===== config.mk =====
export PLATFORM = sky130hd
export DESIGN_NAME = trig_vector_unit
export DESIGN_NICKNAME = d
export VERILOG_FILES = /design/src/rtl/trig_vector_unit.sv
export SDC_FILE = /design/constraint.sdc
export NUM_CORES = 1
export LEC_CHECK = 0
export ABC_AREA = 1
export CORE_MARGIN = 1
export CORE_UTILIZATION = 53
export CTS_BUF_LIST = sky130_fd_sc_hd__clkbuf_4
export DETAILED_ROUTE_END_ITERATION = 8
export GPL_ROUTABILITY_DRIVEN = 0
export HOLD_SLACK_MARGIN = 0.05
export PLACE_DENSITY = 0.76
export SYNTH_ARGS = -nofsm -noshare
export SYNTH_HDL_FRONTEND = slang
export SYNTH_SLANG_ARGS = --single-unit

===== constraint.sdc =====
create_clock -name Clk -period 4.9 [get_ports Clk]
set_clock_uncertainty 0.15 [all_clocks]
set_input_delay 0.98 -clock Clk [delete_from_list [all_inputs] [get_ports Clk]]
set_output_delay 0.98 -clock Clk [all_outputs]
set_load 0.02 [all_outputs]

===== src/rtl/trig_vector_unit.sv =====
// trig_vector_unit: turns a heading index and speed into signed (dx, dy)
// components using an external quarter-wave sine table. Each request walks
// IDLE -> SIN -> COS -> CALC -> DONE and holds its result until consumed.
module trig_vector_unit #(
    parameter int STEPS   = 44,
    parameter int ANGLE_W = 6,
    parameter int DATA_W  = 8,
    parameter int SPEED_W = 4
) (
    input  logic                              Clk,
    input  logic                              Reset_n,
    input  logic                              req_valid,
    output logic                              req_ready,
    input  logic [ANGLE_W-1:0]                angle,
    input  logic [SPEED_W-1:0]                speed,
    input  logic                              reverse,
    output logic [ANGLE_W-1:0]                rom_addr,
    input  logic [DATA_W-1:0]                 rom_data,
    output logic                              out_valid,
    input  logic                              out_ready,
    output logic signed [DATA_W+SPEED_W:0]    dx,
    output logic signed [DATA_W+SPEED_W:0]    dy,
    output logic                              err
);

    localparam int OUT_W   = DATA_W + SPEED_W + 1;
    localparam int QUARTER = STEPS / 4;

    // Wide constants carry the extra bit needed for the reverse half-turn sum.
    localparam logic [ANGLE_W:0]   STEPS_W = (ANGLE_W+1)'(STEPS);
    localparam logic [ANGLE_W:0]   HALF_W  = (ANGLE_W+1)'(STEPS / 2);
    localparam logic [ANGLE_W:0]   Q1_W    = (ANGLE_W+1)'(QUARTER);
    localparam logic [ANGLE_W:0]   Q2_W    = (ANGLE_W+1)'(2 * QUARTER);
    localparam logic [ANGLE_W:0]   Q3_W    = (ANGLE_W+1)'(3 * QUARTER);
    localparam logic [ANGLE_W-1:0] Q1_N    = ANGLE_W'(QUARTER);
    localparam logic [ANGLE_W-1:0] Q2_N    = ANGLE_W'(2 * QUARTER);
    localparam logic [ANGLE_W-1:0] Q3_N    = ANGLE_W'(3 * QUARTER);

    typedef enum logic [2:0] {
        IDLE,
        SIN,
        COS,
        CALC,
        DONE
    } state_t;

    state_t             state;
    logic [ANGLE_W:0]   a_lat;
    logic [SPEED_W-1:0] speed_lat;
    logic               err_lat;
    logic [DATA_W-1:0]  sin_mag;

    logic               angle_bad;
    logic [ANGLE_W:0]   eff_angle;
    logic [1:0]         quad;
    logic [ANGLE_W-1:0] offset;
    logic [ANGLE_W-1:0] sin_idx;
    logic [ANGLE_W-1:0] cos_idx;
    logic               sin_neg;
    logic               cos_neg;
    logic [OUT_W-1:0]   sin_prod;
    logic [OUT_W-1:0]   cos_prod;

    // Effective angle for the incoming request, folding the half turn back into range.
    always_comb begin
        angle_bad = ({1'b0, angle} >= STEPS_W);
        eff_angle = {1'b0, angle} + (reverse ? HALF_W : '0);
        if (eff_angle >= STEPS_W) begin
            eff_angle = eff_angle - STEPS_W;
        end
    end

    // Quadrant, in-quadrant offset, mirrored table indices and sign flips for the latched angle.
    always_comb begin
        quad   = 2'd0;
        offset = a_lat[ANGLE_W-1:0];
        if (a_lat >= Q3_W) begin
            quad   = 2'd3;
            offset = a_lat[ANGLE_W-1:0] - Q3_N;
        end else if (a_lat >= Q2_W) begin
            quad   = 2'd2;
            offset = a_lat[ANGLE_W-1:0] - Q2_N;
        end else if (a_lat >= Q1_W) begin
            quad   = 2'd1;
            offset = a_lat[ANGLE_W-1:0] - Q1_N;
        end
        sin_idx  = quad[0] ? (Q1_N - offset) : offset;
        cos_idx  = quad[0] ? offset : (Q1_N - offset);
        sin_neg  = quad[1];
        cos_neg  = quad[1] ^ quad[0];
        sin_prod = OUT_W'(sin_mag) * OUT_W'(speed_lat);
        cos_prod = OUT_W'(rom_data) * OUT_W'(speed_lat);
    end

    // Table address is only live during the two read states, and parked for bad angles.
    always_comb begin
        req_ready = (state == IDLE);
        rom_addr  = '0;
        if (!err_lat) begin
            if (state == SIN) begin
                rom_addr = sin_idx;
            end else if (state == COS) begin
                rom_addr = cos_idx;
            end
        end
    end

    // Request sequencer with registered result outputs.
    always_ff @(posedge Clk or negedge Reset_n) begin
        if (!Reset_n) begin
            state     <= IDLE;
            a_lat     <= '0;
            speed_lat <= '0;
            err_lat   <= 1'b0;
            sin_mag   <= '0;
            out_valid <= 1'b0;
            dx        <= '0;
            dy        <= '0;
            err       <= 1'b0;
        end else begin
            case (state)
                IDLE: begin
                    if (req_valid) begin
                        a_lat     <= eff_angle;
                        speed_lat <= speed;
                        err_lat   <= angle_bad;
                        state     <= SIN;
                    end
                end
                SIN: begin
                    state <= COS;
                end
                COS: begin
                    sin_mag <= rom_data;
                    state   <= CALC;
                end
                CALC: begin
                    if (err_lat) begin
                        dx  <= '0;
                        dy  <= '0;
                        err <= 1'b1;
                    end else begin
                        dx  <= $signed(cos_neg ? (-cos_prod) : cos_prod);
                        dy  <= $signed(sin_neg ? (-sin_prod) : sin_prod);
                        err <= 1'b0;
                    end
                    out_valid <= 1'b1;
                    state     <= DONE;
                end
                DONE: begin
                    if (out_ready) begin
                        out_valid <= 1'b0;
                        state     <= IDLE;
                    end
                end
                default: begin
                    state <= IDLE;
                end
            endcase
        end
    end

endmodule


==> metrics.txt, run 1 <==
status=finished, final reports clean; Fin Setup TNS=0 ns; CTS tree=done; CP startpoint kind=flop; Post-synth top cells=nand2_1 (238), inv_1 (140), dfrtp_1 (51), ha_1 (47), o21ai_0 (38); Final Cycle Share=between 90% and 100%; filler instances=963; asr flop ratio synth=between 90% and 100%; # IOs=a little under 60; Die Y=slightly above 100 um; total gr overflow=0; Synth Cell Area=roughly 5400 sq um; area of the multi-input gates=roughly 3400 sq um; RSZ-0062 raised after global routing=false; relative slew slack=between 40% and 50%; n_diodes=0; complex-gate fraction of the synthesized area=9.705%; ANT nets after route=0; Max Clock Freq=212.7 MHz; first-pass GRT wire length=20130 um; Syn-to-layout area delta=13.44%; reg-to-reg startpoint=speed_lat[2]; final core utilization=62.26%; die area=about 11000 sq um; syn nets=866; vias=approximately 5000; DRC=0; Via density=5.139; initial antenna violation count=0; clk slew on worst S/H paths=0.16 ns; actual slew at the worst max-slew pin=approximately 0.81 ns; CTS buffer count=5; H-tree depth=2; # nets final=914; Hold Violations, Final=0; hold_buf cts=0; Simple-Gate Fraction of Synth Area=roughly 28%; final cell count without fillers=between 900 and 1000; critical-path cell list=ha_1 > o21ai_1 > nand3_4 > inv_4 > o21ai_0 > nand2_1 > nand2_2 > ha_1 > a21oi_1 > o21ai_1 > a21oi_1 > clkdlybuf4s50_1; Core Region=a little under 10000 sq um; Buf/Inv on CP=2; EDFF count, synth=0; WP depth=12; reg2reg path depth=13; Arrival @ worst endpoint=3.57 ns; predominant post-synthesis flop cell=dfrtp_1; largest net degree at the start of global routing=52; min cycle time layout=4.701 ns; number of max-cap violations=0; CP endpoint kind=output port; Detailed Routing Iterations Pass 1=6; Final setup viols=0; main combinational cell family by area after synthesis=simple AND/OR/NAND/NOR gates; worst min path class=reg2reg; Worst path max stage delay=approximately 0.63 ns; Crit Path Max Fanout=17; share of cells above drive strength 1=under 10%; Post-Syn Area per Cell=6.990 sq um; clk buf depth=2; FP Rows=36; Initial Utilization=between 50 and 60%; sequential area share after synthesis=a little under a quarter; critical path class=reg2out; Post-Synth Adder-Cell Area=~20%; vias in the first global route=4466; Hold Path Stages=2; Total Wirelength=approximately 12000 um; die width=~100 um; Req. time, crit path=3.77 ns; Sequential cell area=1276 sq um; clk root buf=clkbuf_4; HP Start=out_valid; Worst Setup SP=a_lat[1]; Synth area leader=dfrtp_1; top cells by area, synth=dfrtp_1 (24%), nand2_1 (17%), ha_1 (11%), inv_1 (9.8%), fa_1 (9.3%); Top delay family on crit path=buffers and inverters; post-synthesis mux area share=0%; Post-Syn Instances=approximately 770; Num Clock Sinks=about 50; post-synth top area share=between 20% and 30%; Clk Latency, worst-skew pair=a little under 0.4 ns; Synth cell types=42; dpl cells=around 950; Slowest cell on crit path=clkdlybuf4s50_1; fin. max-slew vios=0; DR WL/cell=between 10 and 15 um; top-count cell post-synth=nand2_1; overall routing resource usage=approximately 24%; Ys Warns=0; Starting DRT DRC Count=slightly below 300; Final HPWL DP=around 9600 um; Yosys reg bits=51; Post-Synth XOR/XNOR Area=approximately 6.4%; Port Buf Inserts=57
-- worst register-to-register path: stages, from the launching register on --
cell and delay, ns:
dfrtp_1 0.77, nand2_1 0.16, fa_1 0.54, inv_1 0.05, fa_1 0.56, inv_1 0.06, fa_1 0.48, o21ai_1 0.27
xnor2_1 0.25, nand4_1 0.13, nor2_1 0.18, nand3_1 0.14, nor3_1 0.23, o21ai_1 0.08
-- cell usage in the layout, fill, tap and decap left out, drive strengths merged, types with 2 or more instances in the layout --
master           n
nand2          241
inv            149
clkdlybuf4s50   56
dfrtp           51
o21ai           48
ha              47
nand3           39
nor2            39
a21oi           30
fa              25
xor2            25
nor3            14
xnor2           11
nand4            9
buf              6
clkbuf           5
o211ai           4
or2              4
a32o             3
o21bai           2
a31oi            2
clkinv           2
-- state kept, by name, summed over array words and instances, names as in the netlist --
| signal | cells |
|---|---|
| sin_mag | 8 |
| a_lat | 7 |
| dx | 13 |
| out_valid | 1 |
| err_lat | 1 |
| err | 1 |
| speed_lat | 4 |
| dy | 13 |
| state | 3 |
-- cells by family after synthesis --
group                      after synthesis
xor gates and xnor gates                36
DFF                                     51
buffers and inverters                  170
AOI/OAI and AO/OA                       93
adders and majority gates               72
and+or+nand+nor                        349
-- per-layer routing --
layer  share of wire (%)  global-route usage, %  routed length [um]  vias to the layer above
met3                 4.4                  3.525                 529                       15
met5                   0                      0                   0                        -
li1                    -                      -                   -                     2482
met4                 1.3                  5.634                 152                        0
met2                  47                  40.21                5564                      128
met1                  48                  33.16                5659                     2272
-- final timing paths --
check | endpoint | slack, ns
max | rom_addr[3] | 0.20
min | out_valid | 0.35
max reg2reg | dy[12] | 0.76
min reg2reg | out_valid | 0.35
max in group asynchronous | speed_lat[1] | 3.65
min in group asynchronous | state[1] | 0.52
-- what timing repair did --
action | 4_1_cts | 5_1_grt
setup endpoints to repair | 0 | 2
gates resized for setup | 0 | 2
buffers inserted | 0 | 0
-- metrics by stage --
step / instance area (sq um) / hold slack [ns] / worst slack [ns]
finish: 6113 / 0.3508 / 0.1986
global route: 6113 / 0.3825 / 0.05398
CTS: 6108 / 0.3541 / 0.1530
detailed placement: 6051 / 0.3151 / 0.1074
global placement: 6051 / 0.3148 / 0.2400
floorplan: 5389 / 0.3562 / 0.9146
-- cell type report --
class	instances	share of cell area (%)
flip-flops and latches	51	20.88
clock inverters	3	0.3275
repair buffers	62	9.865
multi-input cells	550	56.41
well taps	133	2.722
clock buffers	5	0.6140
inverters	149	9.190
Power of run 1 is left out: the tool's default activity adds up to more than one toggle a clock period on the data nets, which glitch-free logic cannot reach.
==> inputs of run 2 (changes only) <==
--- a/config.mk
+++ b/config.mk
@@ -10,4 +10,5 @@
 export CORE_UTILIZATION = 53
 export CTS_BUF_LIST = sky130_fd_sc_hd__clkbuf_4
+export CTS_CLUSTER_DIAMETER = 60
 export DETAILED_ROUTE_END_ITERATION = 8
 export GPL_ROUTABILITY_DRIVEN = 0
--- a/constraint.sdc
+++ b/constraint.sdc
@@ -3,3 +3,3 @@
 set_input_delay 0.98 -clock Clk [delete_from_list [all_inputs] [get_ports Clk]]
 set_output_delay 0.98 -clock Clk [all_outputs]
-set_load 0.02 [all_outputs]
+set_load 0.01 [all_outputs]
==> run 2 against run 1 <==
Utilization is 0.051 points lower. Largest cell class unchanged. Fmax hardly changed. Non-clock buffer count stayed put. Clock-buffer cell count stayed put. Via count is 0.10% lower. Critical path type unchanged. Hold slack hardly changed. Critical path depth stayed put. Setup slack worse by 0.0038 ns. Register-to-register slack hardly changed. Sequential share of layout area hardly changed. Highest routed layer unchanged.
==> metrics.txt, run 2 (synthesis gave the netlist of run 1 again) <==
status=finished, final reports clean; clk slew on worst S/H paths=0.16 ns; Port Buf Inserts=57; ANT nets after route=0; fin. max-slew vios=0; Via density=approximately 5.1; commonest non-fill, non-tap cell in the layout=nand2_1; Hold Violations, Final=0; Req. time, crit path=roughly 3.8 ns; min cycle time layout=between 4 and 5 ns; Final Cycle Share=96.03%; Clk Latency, worst-skew pair=a little under 0.4 ns; Post-CTS Setup Repair Bufs=0; vias in the first global route=between 4000 and 5000; initial antenna violation count=0; # IOs=58; H-tree depth=2; Initial Utilization=between 50% and 60%; critical path class=reg2out; vias=4892; largest net degree at the start of global routing=52; biggest regs=dx: 13 flops, dy: 13 flops, sin_mag: 8 flops; Fin Setup TNS=0 ns; CTS tree=done; most frequent cells in the layout=nand2_1 (238), inv_1 (140), clkdlybuf4s50_1 (56); total gr overflow=0; hold_buf cts=0; Total Wirelength=11910 um; CP startpoint kind=flop; first-pass GRT wire length=20130 um; PostCTS Resize Cnt=0; Max Clock Freq=around 210 MHz; Final setup viols=0; DR WL/cell=approximately 12 um; clk root buf=clkbuf_4; Final HPWL DP=9609 um; relative slew slack=45.88%; Detailed Routing Iterations Pass 1=5; FP Rows=36; Die Y=102.8 um; Arrival @ worst endpoint=3.58 ns; clk buf depth=2; die width=102.8 um; actual slew at the worst max-slew pin=about 0.81 ns; CP endpoint kind=output port; Starting DRT DRC Count=290; worst min path class=reg2reg; Num Clock Sinks=a little over 50; Syn-to-layout area delta=13.35%; n_diodes=0; CTS buffer count=5; DRC=0; # nets final=914; overall routing resource usage=approximately 24%; RSZ-0062 raised after global routing=false; Core Region=9819 sq um; number of max-cap violations=0; share of cells above drive strength 1=5.732%; Crit Path Max Fanout=17; die area=~11000 sq um
==> run 2: changes by cell type in the layout (fill, tap and decap cells not counted) <==
cell,change
inv_2,+1
inv_4,-1
nand2_1,+1
nand2_2,-1
==> run 2: final timing paths <==
path                                    from          end  slack, ns  cells after the start
max in group asynchronous            Reset_n   sin_mag[1]       3.65                      2
worst max register to register  speed_lat[2]       dy[12]       0.76                     13
worst min-delay path               out_valid    out_valid       0.35                      2
worst min register to register     out_valid    out_valid       0.35                      2
min in group asynchronous            Reset_n     state[1]       0.52                      2
worst max-delay path                a_lat[1]  rom_addr[3]       0.19                     12
==> run 2: area by class of cell <==
type | instances | area [sq um]
fill | 962 | 3711
multi-input combinational | 550 | 3446
sequential | 51 | 1276
timing repair buffer | 62 | 603.1
inverter | 149 | 559.3
tap | 133 | 166.4
clock buffer | 5 | 37.54
clock inverter | 3 | 20.02
==> run 2: critical path, stage by stage, from the launching register on <==
cell and delay [ns]:
dfrtp_1 0.50, ha_1 0.26, o21ai_1 0.28, nand3_4 0.26, inv_2 0.27, o21ai_0 0.13
nand2_1 0.10, nand2_2 0.08, ha_1 0.32, a21oi_1 0.16, o21ai_1 0.08, a21oi_1 0.18
clkdlybuf4s50_1 0.56
==> run 2: through the flow <==
stage	hold slack, ns	utilization (%)	std cells	area [sq um]	setup slack [ns]
5_1_grt	0.3825	62.21	953	6108	0.03581
6_report	0.3508	62.21	953	6108	0.1948
3_3_place_gp	0.3148	61.62	945	6051	0.2400
2_1_floorplan	0.3549	-	771	5389	0.9146
3_5_place_dp	0.3151	61.62	945	6051	0.1074
4_1_cts	0.3541	62.21	953	6108	0.2209
==> run 2: per-layer routing <==
layer  track usage, %  part of all wire, %  up-vias
met2            40.21                   46      141
met3            3.525                  4.6       23
met4            5.634                  1.8        0
met1            33.16                   48     2248
met5                0                    0        -
li1                 -                    -     2480
Power of run 2 is left out for the same reason.
==> inputs of run 3 (changes only) <==
- DONT_BUFFER_PORTS: not set -> 1
- PLACE_DENSITY: 0.76 -> 0.67
- TNS_END_PERCENT: not set -> 30
==> run 3 against run 2 <==
Flip-flop and latch count unchanged. Hold slack got worse by 0.27 ns. Register-to-register slack worse by 0.07 ns. Wire length shrank 3.0%. Non-clock buffer count is 58 lower. Cell area down 9.3%. Critical path depth increased by 2. Die area stayed put. Clock-buffer cell count did not move. Sequential share of layout area rose by 2.1 points. Highest routed layer unchanged.
==> metrics.txt, run 3 (synthesis gave the netlist of run 1 again) <==
status=finished, final reports clean; Buf/Inv on CP=2; fin. max-slew vios=0; Core Region=between 9000 and 10000 sq um; PostCTS Resize Cnt=0; Detailed Routing Iterations Pass 1=5; Crit Path Max Fanout=11; CP endpoint kind=output port; relative slew slack=roughly 45%; # nets final=roughly 860; CTS buffer count=5; Slowest cell on crit path=dfrtp_1; total gr overflow=0; FP Rows=36; Initial Utilization=between 50% and 60%; Clk Latency, worst-skew pair=~0.41 ns; first-pass GRT wire length=roughly 20000 um; Num Clock Sinks=about 50; die area=around 11000 sq um; CTS tree=done; critical path class=reg2out; Final setup viols=0; DRC=0; Arrival @ worst endpoint=around 3.1 ns; clk slew on worst S/H paths=around 0.20 ns; Starting DRT DRC Count=roughly 210; Die Y=102.8 um; reg2reg path depth=13; vias=4617; H-tree depth=2; Via density=5.159; Sequential cell area=about 1300 sq um; share of cells above drive strength 1=between 6 and 7%; Total Wirelength=between 10000 and 15000 um; CP dominant cell by count=nand2_1; critical-path cell list=inv_1 > ha_1 > nand2_1 > nand4_2 > nand2_1 > nand2_1 > a21oi_2 > nand2_1 > nand2_1 > inv_1 > ha_1 > a21oi_1 > o21ai_1 > a21oi_1; biggest regs=dx: 13 flops, dy: 13 flops, sin_mag: 8 flops; number of max-cap violations=0; Crit Reg-Reg Endpoint=dy[12]; Req. time, crit path=3.77 ns; most frequent cells in the layout=nand2_1 (238), inv_1 (140), dfrtp_1 (51); Worst path max stage delay=about 0.52 ns; vias in the first global route=4373; commonest non-fill, non-tap cell in the layout=nand2_1; RSZ-0062 raised after global routing=false; overall routing resource usage=between 20% and 30%; initial antenna violation count=0; Final Cycle Share=86.85%; min cycle time layout=4.256 ns; actual slew at the worst max-slew pin=slightly above 0.8 ns; largest net degree at the start of global routing=52; hold_buf cts=0; clk buf depth=2; ANT nets after route=0; CP startpoint kind=flop; Hold Violations, Final=0; area of the multi-input gates=3446 sq um; Syn-to-layout area delta=2.833%; Max Clock Freq=235.0 MHz; reg-to-reg startpoint=speed_lat[3]; Final HPWL DP=9337 um; DR WL/cell=approximately 13 um; clk root buf=clkbuf_4; register-to-register setup slack=between 0.6 and 0.7 ns; worst min path class=in2async; n_diodes=0; filler instances=1015; Top delay family on crit path=simple AND/OR/NAND/NOR gates; # IOs=58; Fin Setup TNS=0 ns; Port Buf Inserts=0; die width=~100 um; Post-CTS Setup Repair Bufs=0
## run 3: worst register-to-register path, cell delays in order, from the launching register on
cell and delay [ns]:
dfrtp_1 0.78, nand2_1 0.18, fa_1 0.58, inv_1 0.06, fa_1 0.55, inv_1 0.06
fa_1 0.52, inv_1 0.09, nor3_1 0.37, nand4_1 0.15, nor2_1 0.18, nand3_1 0.14
nor3_1 0.20, o21ai_1 0.08
## run 3: worst max path at each step
stage               cells past startpoint  slack, ns         start     endpoint
finish                                 14       0.64      a_lat[1]  rom_addr[3]
global route                           15       0.37  speed_lat[3]       dx[11]
CTS                                    14       0.64      a_lat[1]  rom_addr[3]
detailed placement                     15       0.64   rom_data[1]       dx[11]
global placement                       17       0.75   rom_data[1]       dx[10]
floorplan                              15       0.91   rom_data[0]       dx[10]
## run 3: stage by stage
stage	area, sq um	setup WS [ns]	hold WS, ns	utilization, %	std cells
floorplan	5389	0.9146	0.3549	-	771
global placement	5478	0.7547	0.3688	55.78	887
detailed placement	5478	0.6450	0.3875	55.78	887
CTS	5542	0.6384	0.07025	56.43	895
global route	5542	0.3739	0.05178	56.43	895
finish	5542	0.6443	0.07835	56.43	895
## run 3: routing by layer
layer	vias up	track usage (%)	share of wire (%)
li1	2365	-	-
met1	2121	35.41	50
met2	122	37.44	43
met3	9	3.119	5.4
met4	0	5.417	1.1
met5	-	0	0
## run 3: area by class of cell
| type | count | share of cell area (%) |
|---|---|---|
| multi-input cells | 550 | 62.18 |
| inverters | 149 | 10.09 |
| clock inverters | 3 | 0.4741 |
| flip-flops and latches | 51 | 23.03 |
| clock buffers | 5 | 0.6774 |
| well taps | 133 | 3.003 |
| repair buffers | 4 | 0.5419 |
Power of run 3 is left out for the same reason.
